File: src/rtl/eu_dispatch_if.sv
// ---------------------------------------------------------------------------
// eu_dispatch_if
// Bundles the front-end instruction stream, the EU ready/dispatch bus and
// the status outputs of eu_dispatch.
//   master : the environment side (front end + execution units)
//   slave  : the dispatcher itself
// Signals:
//   instr_i / instr_hint_valid_i / instr_hint_i / instr_valid_i  front-end stream
//   instr_ready_o            dispatcher can accept an instruction this cycle
//   flush_i                  discard buffered and pending work
//   eu_ready_i               per-EU "can accept next cycle"
//   dispatched_instr_o       shared instruction bus to all EUs
//   dispatched_instr_valid_o one-hot per-EU qualifier
//   occupancy_o              buffered entries (0..2)
//   dispatch_err_o           sticky out-of-range hint flag
// ---------------------------------------------------------------------------
interface eu_dispatch_if #(
    parameter int N_EU     = 4,
    parameter int EU_IDX_W = 2,
    parameter int INSTR_W  = 64
);
    logic [INSTR_W-1:0]  instr_i;
    logic                instr_hint_valid_i;
    logic [EU_IDX_W-1:0] instr_hint_i;
    logic                instr_valid_i;
    logic                instr_ready_o;
    logic                flush_i;
    logic [N_EU-1:0]     eu_ready_i;
    logic [INSTR_W-1:0]  dispatched_instr_o;
    logic [N_EU-1:0]     dispatched_instr_valid_o;
    logic [1:0]          occupancy_o;
    logic                dispatch_err_o;

    modport master (
        output instr_i, instr_hint_valid_i, instr_hint_i, instr_valid_i,
        output flush_i, eu_ready_i,
        input  instr_ready_o, dispatched_instr_o, dispatched_instr_valid_o,
        input  occupancy_o, dispatch_err_o
    );

    modport slave (
        input  instr_i, instr_hint_valid_i, instr_hint_i, instr_valid_i,
        input  flush_i, eu_ready_i,
        output instr_ready_o, dispatched_instr_o, dispatched_instr_valid_o,
        output occupancy_o, dispatch_err_o
    );
endinterface

File: src/rtl/eu_dispatch.sv
// ---------------------------------------------------------------------------
// eu_dispatch
// Feeds the execution units from the renamed-instruction stream. Incoming
// instructions land in a 2-entry in-order buffer; each cycle the head entry
// is sent to at most one EU: its pinned EU when it carries an in-range hint,
// otherwise the first ready EU in round-robin order from rr_ptr. The
// dispatched instruction and its one-hot valid are registered, so they are
// visible the cycle after selection.
// Ports:
//   clk      clock
//   reset_n  asynchronous active-low reset
//   bus      eu_dispatch_if.slave (stream in, EU bus out, status out)
// ---------------------------------------------------------------------------
module eu_dispatch #(
    parameter int N_EU     = 4,
    parameter int EU_IDX_W = 2,
    parameter int INSTR_W  = 64
) (
    input  logic          clk,
    input  logic          reset_n,
    eu_dispatch_if.slave  bus
);

    // N_EU at hint width + 1, so a hint can be range-checked without
    // losing the out-of-range values the hint field can encode.
    localparam logic [EU_IDX_W:0] LP_N_EU = (EU_IDX_W+1)'(N_EU);

    // Buffer storage, entry 0 is the head
    logic [INSTR_W-1:0]  r_instr_p0 [2];
    logic                r_hv_p0    [2];
    logic [EU_IDX_W-1:0] r_hint_p0  [2];

    logic [1:0]          r_occ;
    logic [EU_IDX_W-1:0] r_rr;
    logic                r_err;
    logic [N_EU-1:0]     r_disp_vld_p1;
    logic [INSTR_W-1:0]  r_disp_instr_p1;

    logic                w_ready;
    logic                w_push;
    logic                w_pop;
    logic                w_head_vld;
    logic                w_hint_bad;
    logic                w_pinned;
    logic                w_sel_vld;
    logic [EU_IDX_W-1:0] w_tgt;
    logic [EU_IDX_W-1:0] w_rr_nxt;
    logic [N_EU-1:0]     w_onehot;

    assign w_ready = (r_occ != 2'd2);
    // A push during flush is dropped along with the buffer contents.
    assign w_push  = bus.instr_valid_i && w_ready && !bus.flush_i;
    assign w_pop   = w_sel_vld;

    // Stage p0: head-entry target selection
    always_comb begin
        int v_dist;
        int v_best;
        w_head_vld = (r_occ != 2'd0);
        w_hint_bad = w_head_vld && r_hv_p0[0] && ({1'b0, r_hint_p0[0]} >= LP_N_EU);
        // A malformed hint degrades to an unpinned entry.
        w_pinned   = w_head_vld && r_hv_p0[0] && !w_hint_bad;
        w_sel_vld  = 1'b0;
        w_tgt      = '0;
        v_dist     = 0;
        v_best     = N_EU;
        for (int k = 0; k < N_EU; k++) begin
            if (w_pinned) begin
                if (r_hint_p0[0] == EU_IDX_W'(k) && bus.eu_ready_i[k]) begin
                    w_sel_vld = 1'b1;
                    w_tgt     = EU_IDX_W'(k);
                end
            end else if (w_head_vld && bus.eu_ready_i[k]) begin
                // Distance from rr_ptr going upward with wrap; nearest wins.
                v_dist = k - int'(r_rr);
                if (v_dist < 0) v_dist = v_dist + N_EU;
                if (v_dist < v_best) begin
                    v_best    = v_dist;
                    w_sel_vld = 1'b1;
                    w_tgt     = EU_IDX_W'(k);
                end
            end
        end
        for (int k = 0; k < N_EU; k++) begin
            w_onehot[k] = w_sel_vld && (w_tgt == EU_IDX_W'(k));
        end
        if (w_tgt == EU_IDX_W'(N_EU - 1)) w_rr_nxt = '0;
        else                              w_rr_nxt = w_tgt + EU_IDX_W'(1);
    end

    // Stage p0 -> p1: control state and registered dispatch outputs
    always_ff @(posedge clk or negedge reset_n) begin
        if (!reset_n) begin
            r_occ           <= 2'd0;
            r_rr            <= '0;
            r_err           <= 1'b0;
            r_disp_vld_p1   <= '0;
            r_disp_instr_p1 <= '0;
        end else begin
            if (w_hint_bad) r_err <= 1'b1;
            if (bus.flush_i) begin
                r_occ         <= 2'd0;
                r_disp_vld_p1 <= '0;
            end else begin
                r_occ         <= r_occ + {1'b0, w_push} - {1'b0, w_pop};
                r_disp_vld_p1 <= w_onehot;
                if (w_sel_vld) begin
                    r_disp_instr_p1 <= r_instr_p0[0];
                    if (!w_pinned) r_rr <= w_rr_nxt;
                end
            end
        end
    end

    // Buffer payload; validity is carried by r_occ alone.
    always_ff @(posedge clk) begin
        if (w_pop) begin
            r_instr_p0[0] <= r_instr_p0[1];
            r_hv_p0[0]    <= r_hv_p0[1];
            r_hint_p0[0]  <= r_hint_p0[1];
        end
        if (w_push) begin
            // Write slot is the post-pop tail; overrides the shift above.
            if (r_occ == 2'd0 || (r_occ == 2'd1 && w_pop)) begin
                r_instr_p0[0] <= bus.instr_i;
                r_hv_p0[0]    <= bus.instr_hint_valid_i;
                r_hint_p0[0]  <= bus.instr_hint_i;
            end else begin
                r_instr_p0[1] <= bus.instr_i;
                r_hv_p0[1]    <= bus.instr_hint_valid_i;
                r_hint_p0[1]  <= bus.instr_hint_i;
            end
        end
    end

    assign bus.instr_ready_o            = w_ready;
    assign bus.occupancy_o              = r_occ;
    assign bus.dispatch_err_o           = r_err;
    assign bus.dispatched_instr_valid_o = r_disp_vld_p1;
    assign bus.dispatched_instr_o       = r_disp_instr_p1;

endmodule

File: src/flat_wrapper.sv
// flat-port wrapper written by rule: the top's interface ports become plain ports
module eu_dispatch_flat 
#(
    parameter int N_EU     = 4,
    parameter int EU_IDX_W = 2,
    parameter int INSTR_W  = 64
)
  (clk, reset_n, bus_instr_i, bus_instr_hint_valid_i, bus_instr_hint_i, bus_instr_valid_i, bus_flush_i, bus_eu_ready_i, bus_instr_ready_o, bus_dispatched_instr_o, bus_dispatched_instr_valid_o, bus_occupancy_o, bus_dispatch_err_o);
  eu_dispatch_if #(.N_EU(N_EU), .EU_IDX_W(EU_IDX_W), .INSTR_W(INSTR_W)) bus_i ();
  input  logic clk;
  input  logic reset_n;
  input wire logic [$bits(bus_i.instr_i)-1:0] bus_instr_i;
  input wire logic [$bits(bus_i.instr_hint_valid_i)-1:0] bus_instr_hint_valid_i;
  input wire logic [$bits(bus_i.instr_hint_i)-1:0] bus_instr_hint_i;
  input wire logic [$bits(bus_i.instr_valid_i)-1:0] bus_instr_valid_i;
  input wire logic [$bits(bus_i.flush_i)-1:0] bus_flush_i;
  input wire logic [$bits(bus_i.eu_ready_i)-1:0] bus_eu_ready_i;
  output wire logic [$bits(bus_i.instr_ready_o)-1:0] bus_instr_ready_o;
  output wire logic [$bits(bus_i.dispatched_instr_o)-1:0] bus_dispatched_instr_o;
  output wire logic [$bits(bus_i.dispatched_instr_valid_o)-1:0] bus_dispatched_instr_valid_o;
  output wire logic [$bits(bus_i.occupancy_o)-1:0] bus_occupancy_o;
  output wire logic [$bits(bus_i.dispatch_err_o)-1:0] bus_dispatch_err_o;
  assign bus_i.instr_i = bus_instr_i;
  assign bus_i.instr_hint_valid_i = bus_instr_hint_valid_i;
  assign bus_i.instr_hint_i = bus_instr_hint_i;
  assign bus_i.instr_valid_i = bus_instr_valid_i;
  assign bus_i.flush_i = bus_flush_i;
  assign bus_i.eu_ready_i = bus_eu_ready_i;
  assign bus_instr_ready_o = bus_i.instr_ready_o;
  assign bus_dispatched_instr_o = bus_i.dispatched_instr_o;
  assign bus_dispatched_instr_valid_o = bus_i.dispatched_instr_valid_o;
  assign bus_occupancy_o = bus_i.occupancy_o;
  assign bus_dispatch_err_o = bus_i.dispatch_err_o;
  eu_dispatch #(.N_EU(N_EU), .EU_IDX_W(EU_IDX_W), .INSTR_W(INSTR_W)) u_core (.clk(clk), .reset_n(reset_n), .bus(bus_i));
endmodule
File: config.mk
export PLATFORM = sky130hd
export DESIGN_NAME = eu_dispatch_flat
export DESIGN_NICKNAME = d
export VERILOG_FILES = /design/src/rtl/eu_dispatch_if.sv /design/src/rtl/eu_dispatch.sv /design/src/flat_wrapper.sv
export SDC_FILE = /design/constraint.sdc
export NUM_CORES = 1
export LEC_CHECK = 0
export BUFFER_PORTS_ARGS = -buffer_cell sky130_fd_sc_hd__buf_4
export CORE_ASPECT_RATIO = 1.25
export CORE_UTILIZATION = 35
export CTS_CLUSTER_SIZE = 30
export DETAILED_ROUTE_END_ITERATION = 8
export PLACE_DENSITY = 0.59
export SYNTH_ARGS = -nofsm -noshare
export SYNTH_HDL_FRONTEND = slang
export SYNTH_SLANG_ARGS = --single-unit
File: constraint.sdc
create_clock -name clk -period 22.9 [get_ports clk]
set_clock_uncertainty 0.15 [all_clocks]
set_input_delay 3.435 -clock clk [delete_from_list [all_inputs] [get_ports clk]]
set_output_delay 3.435 -clock clk [all_outputs]
set_load 0.02 [all_outputs]
Word-level counts from Yosys, hierarchy flattened
Memories as Yosys holds them, arrays and structs flattened. A register that Yosys moved wholly into a read port is not among the register bits. Cells that the tools add are included.

Word-level logic and storage cells: 126. Memory bits (read-only): 0. Memories: 3. Memory bits (writable): 134. Register bits: 8. Output and inout bits: 72. Bits in latches: 0.

Bitwise operators: 5. Muxes and demuxes: 63. Eq/ne operators: 8. Shift operators: 0. Multiply operators: 0. Order comparisons: 8. Div/mod/pow operators: 0. Reduce and logical (&&, ||, !) cells: 25. Add/sub/neg operators: 11.

Memories: u_core.r_instr_p0 (depth 2, width 64, read ports 2, clocked after memory_dff 1, wr ports 2, RTL line eu_dispatch.sv:29) `logic [INSTR_W-1:0] r_instr_p0 [2];`; u_core.r_hint_p0 (depth 2, width 2, read ports 2, clocked after memory_dff 0, wr ports 2, RTL line eu_dispatch.sv:31) `logic [EU_IDX_W-1:0] r_hint_p0 [2];`; u_core.r_hv_p0 (depth 2, width 1, read ports 2, clocked after memory_dff 0, wr ports 2, RTL line eu_dispatch.sv:30) `logic r_hv_p0 [2];`.

Operators by type and width (number): two-way mux 32 bit (21); adder 32 x 4 -> 32 bit (second input constant) (4); less-than comparator 32 x 1 -> 1 bit (second input constant) (4); less-than comparator 32 bit (3); two-way mux 64 bit (1); less-than comparator 32 x 4 -> 1 bit (second input constant) (1); two-way mux 1 bit (27); two-way mux 2 bit (13); logical AND 1 bit (16); equality test 2 bit (second input constant) (4); equality test 2 x 1 -> 1 bit (second input constant) (3); logical NOT 2 bit (3); subtractor 1 x 2 -> 3 bit (first input constant) (2); subtractor 2 x 2 -> 3 bit (first input constant) (2); two-way mux 4 bit (1); bitwise OR 1 bit (3); AND reduction 3 bit (1); adder 2 x 1 -> 2 bit (1); adder 2 x 1 -> 2 bit (second input constant) (1); logical NOT 1 bit (2); != test 2 bit (second input constant) (1); NOT 1 bit (2); AND reduction 2 bit (1); nonzero test 2 bit (1); 2 further kinds (2).

Depth between registers and ports, before layout
Depth in word-level cells: 27. Mapped depth: 23. Gate-level depth less buffers: 22.

Least setup slack after synthesis
Ideal clock, no wire load.

Kind: input to register. From: input bus_eu_ready_i[0]. To: memory u_core.r_hint_p0[1][0], in the netlist u_core.r_hint_p0[0][2], enable pin. Path slack: 11886 ps. Data arrival time: 10289 ps. Stages: 15. Required time: 22175 ps. Cell sequence: clkbuf_1 nand3_1 ha_1 nor2b_1 o21ai_0 and3_1 clkbuf_1 a21o_1 a21oi_1 ha_1 nor3_1 a31oi_1 o211a_1 a31oi_1 nor3_1.

RTL lines: start, declared (RTL line flat_wrapper.sv:17) `input wire logic [$bits(bus_i.eu_ready_i)-1:0] bus_eu_ready_i;`; end, declared (RTL line eu_dispatch.sv:31).

Worst setup path in the final report
From: input bus_eu_ready_i[0]. To: register u_core.r_rr[1].

Longest elaborated chain between the ends: 17. Elaborated cells on any way between the ends: 43. Classes of those cells: add/sub (1); order compare (3); eq/ne (1); mux (35); reduce/logical (3).

RTL lines: logical AND 1 bit * (RTL line eu_dispatch.sv:73) `end else if (w_head_vld && bus.eu_ready_i[k]) begin`; two-way mux 32 bit * (RTL line eu_dispatch.sv:73); two-way mux 32 bit * (RTL line eu_dispatch.sv:68) `if (w_pinned) begin`; less-than comparator 32 bit (RTL line eu_dispatch.sv:77) `if (v_dist < v_best) begin`; two-way mux 32 bit (RTL line eu_dispatch.sv:77); two-way mux 32 bit (RTL line eu_dispatch.sv:73); two-way mux 32 bit (RTL line eu_dispatch.sv:68); less-than comparator 32 bit (RTL line eu_dispatch.sv:77); [2 not listed]; two-way mux 32 bit (RTL line eu_dispatch.sv:68); less-than comparator 32 bit (RTL line eu_dispatch.sv:77); two-way mux 2 bit (RTL line eu_dispatch.sv:77); two-way mux 2 bit (RTL line eu_dispatch.sv:73); two-way mux 2 bit * (RTL line eu_dispatch.sv:68); adder 2 x 1 -> 2 bit / equality test 2 bit (equally long branches) (RTL line eu_dispatch.sv:88, eu_dispatch.sv:87); two-way mux 2 bit * (RTL line eu_dispatch.sv:87) `if (w_tgt == EU_IDX_W'(N_EU - 1)) w_rr_nxt = '0;`; named net u_core.w_rr_nxt[1] (RTL line eu_dispatch.sv:47) `logic [EU_IDX_W-1:0] w_rr_nxt;`; end signal, assigned (RTL line eu_dispatch.sv:109) `if (!w_pinned) r_rr <= w_rr_nxt;`; end, declared (RTL line eu_dispatch.sv:34) `logic [EU_IDX_W-1:0] r_rr;`.

Mark *: on every way through the listed nets, which the timed path passes. The rest lies on a longest branch. A chain may end at the register's enable or synchronous reset.

==> results.cfg <==
[global_routing]
gr-usage-all-layers_pct = 14.1
wire_length_of_the_first_global_routing_pass_um = 26100
grt_start_max_net_pins = 73
antenna_found_initial = 0
grt_pass1_vias = 4803
final_global_route_overflow_total = 0

[layout]
syn2layout_area_growth_pct = 25.9
nNetsFinal = 695
multi_input_comb_area_um2 = 2150
final_layout_size_suffix_gt1_share_pct = 47.0
sequential_cell_area_um2 = 5830
antennaDiodeCount = 0
number_of_fillers_in_the_final_layout = 1973

[setup_path]
critPathLaunchType = input pin
rrSetupSlack_ns = 16.78
end_kind = flip-flop
timing.setup.critical_path_class = in2reg
critical_path_buffer_and_inverter_count = 3
origin_of_the_worst_setup_path = bus_eu_ready_i[0]
worstRegToRegCells = 22
r2r_end = u_core.r_rr[1]
critical_path_required_ns = 23.11
worst-path-max-fanout = 9
critical_path.top_delay_family = compound AO/OA/AOI/OAI gates
rr_startpoint = u_core.r_hv_p0[0][0]
path_cells = buf_4 -> nand3_1 -> ha_1 -> nor2b_1 -> o21ai_0 -> and3_1 -> a21o_1 -> a21oi_1 -> ha_1 -> o21ai_0 -> o32ai_1 -> or2_2 -> mux2i_1 -> o21ai_0 -> ha_1 -> inv_1 -> a221oi_1 -> o21ai_0 -> a221oi_1 -> inv_1 -> ha_1 -> mux2_2
slowest_delay_ns = 0.58
slowest_stage = sky130_fd_sc_hd__a221oi_1
worstPathArrival_ns = 8.45

[placement]
buffer_ports.inserted = 145
finalWeightedCongestion = 0.862
hpwl_um = 10400

[sta]
slew_headroom_pct = 26.3
max_freq_ghz = 0.121
tightestPinTransition_ns = 1.10
grt_setup_unrepaired = false
hold_viol = 0
finalHoldWorstSlack_ns = 0.295
final_worst_path_cycle_share_pct = 36.0
fin_tns_setup_ns = 0
final.min_clock_period_ns = 8.24
finalSetupViolCount = 0
final_report_max_slew_violation_count = 0

[detailed_routing]
vias = 4446
routed_wirelength_um = 16400
wire_per_inst_um = 18.0
remaining_drc_errors = 15
drt-vias-per-instance = 4.88
initialDrtViolationCount = 220
final_ant_viol_nets = 0
first_pass_iters = 7

[hold_path]
min_path_cells = 1
worstHoldStart = u_core.r_instr_p0[0][36]
timing.hold.worst_endpoint = u_core.bus.dispatched_instr_o[36]
worst_hold_path_type = reg2reg

[floorplan]
initial_core_utilization_pct = 36.0
die_width_um = 138
core_region_area_um2 = 22500
rows = 61
floorplan.die.height_um = 172
number_of_top_level_design_ports = 147
design.die.area_um2 = 23800

[pwr]
power-per-cell-area_nw_per_um2 = 137
power_leakage_nw = 4.03
ir_drop_mv = 0.0785

[synthesis]
synth_top_area_share_pct = 49.6
synthesis.instances = 456
synth.distinct_cells = 44
postSynthRegisterBits = 206
synth_enable_flop_cells = 134
mappedNetlistNets = 539
ys_async_sr_fraction_pct = 35.0
synth.yosys.seq_area_share_pct = 71.8
syn-cell-area_um2 = 8120
avgSynthCellArea_um2 = 17.8
yosys-top-cells-area = sky130_fd_sc_hd__edfxtp_1 (50%), sky130_fd_sc_hd__dfrtp_1 (22%), sky130_fd_sc_hd__mux2_2 (14%), sky130_fd_sc_hd__mux2_1 (4.2%), sky130_fd_sc_hd__ha_1 (1.2%)
synthFlopType = sky130_fd_sc_hd__edfxtp_1
yosysWarnings = 0
synth.largest_area_cell = sky130_fd_sc_hd__edfxtp_1

[clock_network]
clk_latency_ns = 0.51
cts.hold.buffers_added = 0
clock_sink_count = 206
ctsHtreeMaxLevel = 1
tritoncts.num_buffers = 22
clock-root-buffer = sky130_fd_sc_hd__clkbuf_16
clk_pin_slew_worst_paths_ns = 0.06
cts_repair_resize_count = 0
tritoncts_clock_tree = built
cts_max_path_buffers = 3
cts_post_setup_buffers_inserted = 0

[job]
drv_cap = 0

[run_status]
violations = design-rule violations
run_status = finished, violations left
[metal layers]
layer	vias up	share of wire [%]	GRT usage (%)
met4	0	2.1	5.13
met2	134	52	25.4
li1	2041	-	-
met3	29	6.3	3.32
met1	2242	40	16.3
met5	-	0	0
[power breakdown]
group	total (mW)	internal (mW)	switching, mW
clock network	0.345	0.202	0.142
registers	0.604	0.550	0.0541
logic	0.452	0.202	0.250
total	1.40	0.954	0.447
[worst max-delay path by stage]
| stage | endpoint | slack (ns) | cells after the start |
|---|---|---|---|
| 3_5_place_dp | u_core.r_rr[1] | 14.38 | 22 |
| 5_1_grt | u_core.r_rr[1] | 14.28 | 22 |
| 4_1_cts | u_core.r_rr[1] | 14.88 | 22 |
| 6_report | u_core.r_rr[1] | 14.66 | 22 |
| 3_3_place_gp | u_core.r_rr[1] | 14.87 | 22 |
| 2_1_floorplan | u_core.r_hint_p0[0][2] | 11.89 | 15 |
[cell usage in the layout (no fill, tap or decap), drive strengths merged, types with 5 or more instances in the layout]
cell and count:
ha 8, clkbuf 31, clkinv 6, nand2 6, edfxtp 134, dfrtp 72
mux2 133, buf 151, nor3 5, o21ai 10, a21oi 6, inv 11
[cell families (layout without fill, tap and decap cells)]
kind of cell,count (synthesis),count (layout),share of synthesized area [%]
DFF,206,206,71.8
muxes,135,135,18.7
AOI/OAI and AO/OA,37,37,3.42
and+or+nand+nor,36,36,2.39
buffers and inverters,30,202,2.10
adders and majority gates,8,8,1.23
xor gates and xnor gates,3,3,0.324
other,1,1,0.0462
[cells in the mapped netlist, types with 2 or more instances]
cell / instances
sky130_fd_sc_hd__and3_1: 4
sky130_fd_sc_hd__ha_1: 8
sky130_fd_sc_hd__a31oi_1: 3
sky130_fd_sc_hd__o21ai_0: 10
sky130_fd_sc_hd__nand3_1: 3
sky130_fd_sc_hd__nand2_1: 6
sky130_fd_sc_hd__a21oi_1: 6
sky130_fd_sc_hd__a221oi_1: 2
sky130_fd_sc_hd__a21o_1: 2
sky130_fd_sc_hd__mux2_2: 103
sky130_fd_sc_hd__inv_1: 11
sky130_fd_sc_hd__dfrtp_1: 72
sky130_fd_sc_hd__nor2b_1: 4
sky130_fd_sc_hd__xnor2_1: 2
sky130_fd_sc_hd__nor3_1: 5
sky130_fd_sc_hd__nand2b_1: 2
sky130_fd_sc_hd__buf_4: 5
sky130_fd_sc_hd__nor2_1: 3
sky130_fd_sc_hd__buf_2: 7
sky130_fd_sc_hd__clkbuf_1: 3
sky130_fd_sc_hd__buf_6: 4
sky130_fd_sc_hd__mux2i_1: 2
sky130_fd_sc_hd__edfxtp_1: 134
sky130_fd_sc_hd__o211ai_1: 2
sky130_fd_sc_hd__o211a_1: 2
sky130_fd_sc_hd__and2_1: 4
sky130_fd_sc_hd__mux2_1: 30
[through the flow]
step	worst slack [ns]	util, %	power [mW]	cells	area, µm²
after floorplan	11.89	-	0.898	456	8120
after global placement	14.87	42.2	1.06	871	9510
after detailed placement	14.38	42.2	1.07	871	9510
after CTS	14.88	45.4	1.43	911	10200
after global routing	14.28	45.4	1.48	911	10200
final	14.66	45.4	1.40	911	10200
[area by class of cell]
class | count | share of cell area (%)
sequential | 206 | 57.0
multi-input combinational | 220 | 21.0
timing repair buffer | 151 | 11.1
clock buffer | 31 | 6.11
tap | 283 | 3.47
clock inverter | 9 | 0.869
inverter | 11 | 0.404
[state kept, by name (all words and copies together) (netlist names)]
name / cells
u_core.r_rr: 2
u_core.r_hv_p0: 2
u_core.r_instr_p0: 128
u_core.bus.dispatched_instr_o: 64
u_core.r_hint_p0: 4
u_core.bus.dispatched_instr_valid_o: 4
u_core.bus.occupancy_o: 2
Note: power is estimated with default switching activity, not from simulation.
